[config.mk]
export PLATFORM = sky130hd
export DESIGN_NAME = pocket_detector
export DESIGN_NICKNAME = d
export VERILOG_FILES = /design/src/rtl/pocket_pkg.sv /design/src/rtl/overlap_counter.sv /design/src/rtl/pocket_detector.sv
export SDC_FILE = /design/constraint.sdc
export NUM_CORES = 1
export LEC_CHECK = 0
export BUFFER_PORTS_ARGS = -buffer_cell sky130_fd_sc_hd__buf_2
export CORE_MARGIN = 2
export CORE_UTILIZATION = 28
export DETAILED_ROUTE_END_ITERATION = 16
export GPL_ROUTABILITY_DRIVEN = 0
export PLACE_DENSITY = 0.38
export SLEW_MARGIN = 20
export SYNTH_ARGS = -nofsm -noshare
export SYNTH_HDL_FRONTEND = slang
export SYNTH_SLANG_ARGS = --single-unit
[constraint.sdc]
create_clock -name clk -period 2.6 [get_ports clk]
set_clock_uncertainty 0.15 [all_clocks]
set_input_delay 0.52 -clock clk [delete_from_list [all_inputs] [get_ports clk]]
set_output_delay 0.52 -clock clk [all_outputs]
set_load 0.02 [all_outputs]
[src/rtl/pocket_pkg.sv]
// Shared types and widths for the pocket detector.
package pocket_pkg;

  localparam int COUNT_W    = 11;
  localparam int HOLE_IDX_W = 3;
  localparam logic [COUNT_W-1:0] COUNT_MAX = 11'd2047;

  typedef enum logic [1:0] {
    SCAN    = 2'd0,
    CONFIRM = 2'd1,
    LOCKOUT = 2'd2
  } state_t;

endpackage

[src/rtl/overlap_counter.sv]
// Per-hole ball/hole overlap counter: saturating pixel count for the current
// frame, latched into frameCount_o on startOfFrame. The startOfFrame pixel
// itself belongs to the new frame.
module overlap_counter
  import pocket_pkg::*;
(
  input  logic               clk,
  input  logic               resetN,
  input  logic               startOfFrame_i,
  input  logic               hit_i,
  output logic [COUNT_W-1:0] frameCount_o,
  output logic               nonzero_o
);

  logic [COUNT_W-1:0] cnt_q, cnt_d;
  logic [COUNT_W-1:0] frame_q, frame_d;

  // Next-state: latch and reload on frame start, otherwise saturating count.
  always_comb begin
    cnt_d   = cnt_q;
    frame_d = frame_q;
    if (startOfFrame_i) begin
      frame_d = cnt_q;
      cnt_d   = hit_i ? COUNT_W'(1) : '0;
    end else if (hit_i && (cnt_q != COUNT_MAX)) begin
      cnt_d = cnt_q + 1'b1;
    end
  end

  // State registers with synchronous active-low reset.
  always_ff @(posedge clk) begin
    if (!resetN) begin
      cnt_q   <= '0;
      frame_q <= '0;
    end else begin
      cnt_q   <= cnt_d;
      frame_q <= frame_d;
    end
  end

  assign frameCount_o = frame_q;
  assign nonzero_o    = |frame_q;

endmodule

[src/rtl/pocket_detector.sv]
// Pocket detector: counts ball/hole overlap per frame for every hole, picks the
// lowest-index hole over threshold one cycle after startOfFrame, and confirms
// it over FRAMES_CONFIRM consecutive frames before a one-cycle pocketed pulse.
// A lockout state then waits for a fully clean frame to avoid double reports.
// Optional debug ports are enabled by defining POCKET_DEBUG_EN.
module pocket_detector
  import pocket_pkg::*;
#(
  parameter int NUM_HOLES         = 6,
  parameter int OVERLAP_THRESHOLD = 200,
  parameter int FRAMES_CONFIRM    = 2
) (
  input  logic                  clk,
  input  logic                  resetN,
  input  logic                  startOfFrame,
  input  logic                  drawingRequestBall,
  input  logic [NUM_HOLES-1:0]  drawingRequestHoles,
  input  logic                  pocketEnable,
  output logic                  pocketed,
  output logic [HOLE_IDX_W-1:0] pocketedHole,
  output logic                  busy
`ifdef POCKET_DEBUG_EN
  ,
  output logic [COUNT_W-1:0]    debugOverlap,
  output logic [1:0]            debugState
`endif
);

  localparam logic [COUNT_W-1:0] THR    = COUNT_W'(OVERLAP_THRESHOLD);
  localparam logic [3:0]         FC_TGT = 4'(FRAMES_CONFIRM);

  logic [COUNT_W-1:0]    frame_cnt [NUM_HOLES];
  logic [NUM_HOLES-1:0]  nonzero;
  logic                  eval_q;
  logic                  qualify;
  logic [HOLE_IDX_W-1:0] best;

  state_t                state_q, state_d;
  logic [HOLE_IDX_W-1:0] cand_q, cand_d;
  logic [3:0]            conf_q, conf_d;
  logic                  pocketed_q, pocketed_d;
  logic [HOLE_IDX_W-1:0] hole_q, hole_d;

  for (genvar g = 0; g < NUM_HOLES; g++) begin : g_hole
    overlap_counter u_cnt (
      .clk            (clk),
      .resetN         (resetN),
      .startOfFrame_i (startOfFrame),
      .hit_i          (drawingRequestBall & drawingRequestHoles[g]),
      .frameCount_o   (frame_cnt[g]),
      .nonzero_o      (nonzero[g])
    );
  end

  // Evaluation strobe: frame counts are valid the cycle after startOfFrame.
  always_ff @(posedge clk) begin
    if (!resetN) eval_q <= 1'b0;
    else         eval_q <= startOfFrame;
  end

  // Priority select: scan high to low so the lowest qualifying index wins.
  always_comb begin
    qualify = 1'b0;
    best    = '0;
    for (int i = NUM_HOLES - 1; i >= 0; i--) begin
      if (frame_cnt[i] >= THR) begin
        qualify = 1'b1;
        best    = HOLE_IDX_W'(i);
      end
    end
  end

  // FSM next-state, advanced once per frame on the evaluation strobe.
  always_comb begin
    state_d    = state_q;
    cand_d     = cand_q;
    conf_d     = conf_q;
    hole_d     = hole_q;
    pocketed_d = 1'b0;
    if (eval_q) begin
      case (state_q)
        SCAN: begin
          if (qualify && pocketEnable) begin
            cand_d = best;
            if (FRAMES_CONFIRM == 1) begin
              pocketed_d = 1'b1;
              hole_d     = best;
              conf_d     = '0;
              state_d    = LOCKOUT;
            end else begin
              conf_d  = 4'd1;
              state_d = CONFIRM;
            end
          end
        end
        CONFIRM: begin
          if (qualify && (best == cand_q) && pocketEnable) begin
            if ((conf_q + 4'd1) == FC_TGT) begin
              pocketed_d = 1'b1;
              hole_d     = cand_q;
              conf_d     = '0;
              state_d    = LOCKOUT;
            end else begin
              conf_d = conf_q + 4'd1;
            end
          end else begin
            conf_d  = '0;
            state_d = SCAN;
          end
        end
        LOCKOUT: begin
          if (~|nonzero) state_d = SCAN;
        end
        default: state_d = SCAN;
      endcase
    end
  end

  // FSM and output registers with synchronous active-low reset.
  always_ff @(posedge clk) begin
    if (!resetN) begin
      state_q    <= SCAN;
      cand_q     <= '0;
      conf_q     <= '0;
      hole_q     <= '0;
      pocketed_q <= 1'b0;
    end else begin
      state_q    <= state_d;
      cand_q     <= cand_d;
      conf_q     <= conf_d;
      hole_q     <= hole_d;
      pocketed_q <= pocketed_d;
    end
  end

  assign pocketed     = pocketed_q;
  assign pocketedHole = hole_q;
  assign busy         = (state_q != SCAN);

`ifdef POCKET_DEBUG_EN
  assign debugOverlap = (state_q == SCAN) ? '0 : frame_cnt[cand_q];
  assign debugState   = state_q;
`endif

endmodule

# ---- After elaboration in Yosys (flattened, before gate mapping)
# Index checks and enable logic that the tools add are counted.
dict set report totals {
  ff_bits 146
  input_bits 11
  output_inout_bits 5
}
dict set report op_classes {
  n_addsub 7
  order_cmp 6
  eq_ne 13
  n_mux 40
  bitwise 6
  reduce_logical 24
}
# cell count
set op_table {}
lappend op_table {{$mux W11} 12}
lappend op_table {{$add A11 B1 Y11 const B} 6}
lappend op_table {{$ge A11 B8 Y1 const B} 6}
lappend op_table {{$ne A11 B11 Y1 const B} 6}
lappend op_table {{$reduce_or A66 Y1} 1}
lappend op_table {{$mux W3} 6}
lappend op_table {{$reduce_bool A2 Y1} 8}
lappend op_table {{$mux W1} 13}
lappend op_table {{$mux W4} 3}
lappend op_table {{$reduce_and A4 Y1} 3}
lappend op_table {{$logic_and A1 B1 Y1} 9}
lappend op_table {{$mux W2} 4}
lappend op_table {{$pmux W4 S2} 1}
lappend op_table {{$and A1 B1 Y1} 6}
lappend op_table {{$pmux W2 S3} 1}
lappend op_table {{$reduce_and A3 Y1} 2}
lappend op_table {{$add A4 B1 Y4 const B} 1}
lappend op_table {{$eq A4 B2 Y1 const B} 1}
lappend op_table {{$ne A2 B2 Y1 const B} 2}
lappend op_table {{$eq A3 B3 Y1} 1}
lappend op_table {{$ne A3 B3 Y1 const B} 1}
lappend op_table {{$eq A2 B1 Y1 const B} 1}
lappend op_table {{$eq A2 B2 Y1 const B} 1}
lappend op_table {{$logic_not A2 Y1} 1}

# ---- Depth between registers and ports, before layout
dict set report depth {
  depth_word 12
  ltp_mapped 8
  depth_no_buf 8
}

# ---- By module
# From an unflattened synthesis, not the netlist that was laid out.
dict set report hier_totals {
  cells_unflattened 780
  area_unflattened_um2 7293.2
}
# mod n_inst cells_each area_per_inst_um2 seq_area_each_um2
set by_module_without_submodules {}
lappend by_module_without_submodules {{overlap_counter at g_hole[0].u_cnt ...} 5 110 1053.5 440.4}
lappend by_module_without_submodules {pocket_detector 1 122 1019.7 280.3}
lappend by_module_without_submodules {{overlap_counter at g_hole[5].u_cnt} 1 108 1006.0 440.4}

# ---- Least setup slack after synthesis
# No wires, ideal clock.
dict set report synth_timing {
  path_type {register to register}
  startpoint {register g_hole[1].u_cnt.frame_q[3]}
  endpoint {register hole_q[0], in the netlist pocketedHole[0]}
  arrival_time_ns 1.903
  required_ns 2.334
  setup_slack_ns 0.431
  path_stages_with_launch 8
  n_path_buf 0
  path_cell_list {dfxtp_1 -> o311ai_4 -> nand4_4 -> o41ai_2 -> o21ai_2 -> nor4b_4 -> mux2i_1 -> nor2b_1}
}
dict set report synth_via {
  elab_chain_cells 7
}
# element line_no
set synth_rtl {}
lappend synth_rtl {{from (decl)} overlap_counter.sv:16} ;# logic [COUNT_W-1:0] frame_q, frame_d;
lappend synth_rtl {{from (signal assigned)} overlap_counter.sv:37} ;# frame_q <= frame_d;
lappend synth_rtl {{$ge A11 B8 Y1 *} pocket_detector.sv:66} ;# if (frame_cnt[i] >= THR) begin
lappend synth_rtl {{$mux W3 (2 in a row)} pocket_detector.sv:66}
lappend synth_rtl {{$eq A3 B3 Y1} pocket_detector.sv:97} ;# if (qualify && (best == cand_q) && pocketEnable) begin
lappend synth_rtl {{$logic_and A1 B1 Y1 * (2 in a row)} pocket_detector.sv:97}
lappend synth_rtl {{$reduce_and A4 Y1 (no line) *} -}
lappend synth_rtl {{to (signal assigned)} pocket_detector.sv:131} ;# hole_q <= hole_d;
lappend synth_rtl {{to (decl)} pocket_detector.sv:42} ;# logic [HOLE_IDX_W-1:0] hole_q, hole_d;
# Every way passes the cells marked *; elsewhere a longest branch is shown, timed or not.
# A chain may end at the register's enable or synchronous reset.

# ---- Worst setup path in the final report
dict set report layout_timing {
  startpoint {register g_hole[2].u_cnt.frame_q[10]}
  endpoint {register conf_q[1]}
}
dict set report layout_via {
  elab_chain_cells 9
}
# element line_no
set layout_rtl {}
lappend layout_rtl {{from (decl)} overlap_counter.sv:16}
lappend layout_rtl {{from (signal assigned)} overlap_counter.sv:37}
lappend layout_rtl {{$ge A11 B8 Y1 *} pocket_detector.sv:66}
lappend layout_rtl {{$mux W3 (3 in a row)} pocket_detector.sv:66}
lappend layout_rtl {{$eq A3 B3 Y1} pocket_detector.sv:97}
lappend layout_rtl {{$logic_and A1 B1 Y1 (2 in a row)} pocket_detector.sv:97}
lappend layout_rtl {{$mux W4} pocket_detector.sv:97}
lappend layout_rtl {{$pmux W4 S2} pocket_detector.sv:81} ;# case (state_q)
lappend layout_rtl {{to (signal assigned)} pocket_detector.sv:130} ;# conf_q <= conf_d;
lappend layout_rtl {{to (decl)} pocket_detector.sv:40} ;# logic [3:0] conf_q, conf_d;
# Marked as above.

==> impl_metrics.ini <==
[floorplanning]
rows = 55
die_y_um = 156
dieArea_um2 = 24400
die_width_um = 156
initial_utilization_pct = 28.6
num_io_pins = 16
placeableCoreArea_um2 = 22700

[logic_synthesis]
yosysSeqAreaShare_pct = 45.0
ys_types = 53
synth_nets = 694
yosys.area.top_type_share_pct = 45.0
synth-main-ff-cell = dfxtp_1
post-synth-top-count-cell = dfxtp_1
netlist_top_cells_area = dfxtp_1 (45%), mux2i_1 (12%), nor2b_1 (7.3%)
postSynthRegisterBits = 146
yosys.area_share.adder_pct = 1.54
postSynthAreaPerCell_um2 = 9.62
dominant_combinational_cell_family_by_area_after_synthesis = simple AND/OR/NAND/NOR gates
synthMuxAreaShare_pct = 11.7
post_synth_instance_area_um2 = 6490
async_flop_share_pct = 0
synth_compound_area_share_pct = 7.96
synth.cells.most_frequent = dfxtp_1 (146), mux2i_1 (76), nor2b_1 (76)
post_synth_and_or_nand_nor_area_fraction_pct = 26.0
synth-edff-count = 0
synth.yosys.warnings = 0
synth-xor-area-share_pct = 5.66
netlist_instances = 675
yosys.area.top_type = dfxtp_1

[route]
post_drt_wl_per_cell_um = 15.2
vias_per_cell = 4.78
first_iter_violations = 211
drt_pass1_iterations = 5
drc_errors = 0
ant_nets = 0
route.final.wire_length_um = 15200
vias = 4766

[sta]
max_slew.worst_pin.slew_ns = 0.777
fin_worst_hold_slack_ns = 0.292
slew_headroom_pct = 48.2
final-setup-viol-count = 0
setup_slack_ns = 0.145
maxSlewViolCount = 0
period_share_pct = 94.4
finalSetupTns_ns = 0
final-hold-violation-count = 0
period_needed_ns = 2.46
grt_setup_unrepaired = false
clock.fmax_mhz = 407

[global_routing]
grt_pass1_wl_um = 25200
grt_start_max_net_pins = 84
overflow = 0
antenna_found_initial = 0
grt_use_total_pct = 13.2
grt_pass1_vias = 4742

[cts]
number_of_buffers_inserted_during_clock_tree_synthesis = 17
tritoncts = built
ctsHoldBuffers = 0
clk_transition_reported_paths_ns = 0.06
clock_latency_ns = 0.42
clockBufferDepth = 2
root_buffer_cell = clkbuf_16
cts.htree.levels = 4
clkSinkCount = 146

[flow_run]
max_cap_violations = 0

[worst_setup_path]
slowest_cell_on_the_critical_path = nor3_1
worstSetupStartpointType = flip-flop
setup.reg_to_reg.worst_slack_ns = 0.14
worstPathBufferInverterCount = 0
worst-setup-path-type = flip-flop to flip-flop
cp_data_arrival_time_ns = 2.63
critical-path-top-delay-family = simple AND/OR/NAND/NOR gates
end_kind = flip-flop
crit_path_max_incr_delay_ns = 0.42
required_ns = 2.77
path_cells = nor3_1, nand4_1, nor4b_4, o21ai_0, nor3b_2, nand2b_1, o31ai_1
worstPathMaxFanout = 5

[outcome]
outcome = complete, no violations

[power_and_ir_drop]
power.ir.vdd_worst_mv = 0.326
p_leak_nw = 2.85
power_density_nw_per_um2 = 659

[cells_and_area]
fillerInstances = 2332
area_delta_synth_final_pct = 17.7
design.final.nets = 720
drive_above_1_share_pct = 12.3
utilization_pct = 33.7
antennaDiodeCount = 0

[hold_path]
worstHoldPathType = input pin to flip-flop

[placed_design]
dpl_wire_length_um = 10500
place_worst_setup_slack_ns = 0.0781
numPortBuffers = 15
-- layout by cell type, fill, tap and decap left out, drive strengths merged, types with 12 or more instances in the layout --
master  instances
buf            34
mux2i          76
nor2           61
nand2          41
a21oi          14
and4           12
dfxtp         146
clkbuf         21
nor3           18
o21ai          19
nand4          18
nand3          23
nor2b          76
xor2           31
-- registers in the layout, summed over array words and instances, names as in the netlist --
name / flops
g_hole.u_cnt.cnt_q: 66
g_hole.u_cnt.frameCount_o: 66
conf_q: 4
cand_q: 3
pocketedHole: 3
state_q: 2
eval_q: 1
pocketed: 1
-- cells by family after synthesis --
group,Yosys count
flops,146
simple gates,301
mux,76
xor+xnor,42
compound gates,66
fa+ha+maj,8
buf+inv,36
-- worst register-to-register path: stages, from the launching register on --
cell,delay (ns)
dfxtp_1,0.31
nor3_1,0.42
nand4_1,0.27
nor4b_4,0.39
o21ai_0,0.14
nor3b_2,0.35
nand2b_1,0.13
o31ai_1,0.20
-- cell type report --
class                      count  area [um2]  share of cell area (%)
clock buffer                  21         460                    6.02
clock inverter                10         156                    2.05
inverter                       9        33.8                   0.442
multi-input combinational    493        3470                    45.4
sequential                   146        2920                    38.2
tap                          285         357                    4.66
timing repair buffer          34         245                    3.21
-- metrics by stage --
stage,area [um2],std cells,total power [mW]
3_5_place_dp,7000,967,2.51
3_3_place_gp,7000,967,2.51
2_1_floorplan,6490,675,2.44
4_1_cts,7610,998,5.13
6_report,7640,998,5.03
5_1_grt,7640,998,5.24
-- report_power, final --
group	total [mW]	internal (mW)	switching [mW]
clock	2.58	1.65	0.933
sequential	2.27	2.25	0.0162
combinational	0.187	0.0806	0.106
total	5.03	3.98	1.05
-- routing by layer --
metal / up-vias / share of wire, % / GRT usage, %
li1: 2430 / - / -
met2: 37 / 45 / 21.1
met4: 0 / 0.70 / 3.41
met5: - / 0 / 0
met1: 2294 / 52 / 17.8
met3: 5 / 2.1 / 3.35
-- path summary, 6_finish.rpt --
check	startpoint	end	depth (start not counted)
setup reg to reg	g_hole[2].u_cnt.frameCount_o[10]	conf_q[1]	7
setup / recovery	g_hole[2].u_cnt.frameCount_o[10]	conf_q[1]	7
hold reg to reg	g_hole[4].u_cnt.cnt_q[10]	g_hole[4].u_cnt.cnt_q[10]	2
hold / removal	drawingRequestHoles[4]	g_hole[4].u_cnt.cnt_q[0]	3
-- what timing repair did --
item                                    in CTS  in global routing
hold endpoints to repair                     0                  0
endpoints found under the setup margin       0                  4
gates resized for setup                      0                  5
buffers inserted                             0                  0
(Power assumes the default switching activity.)
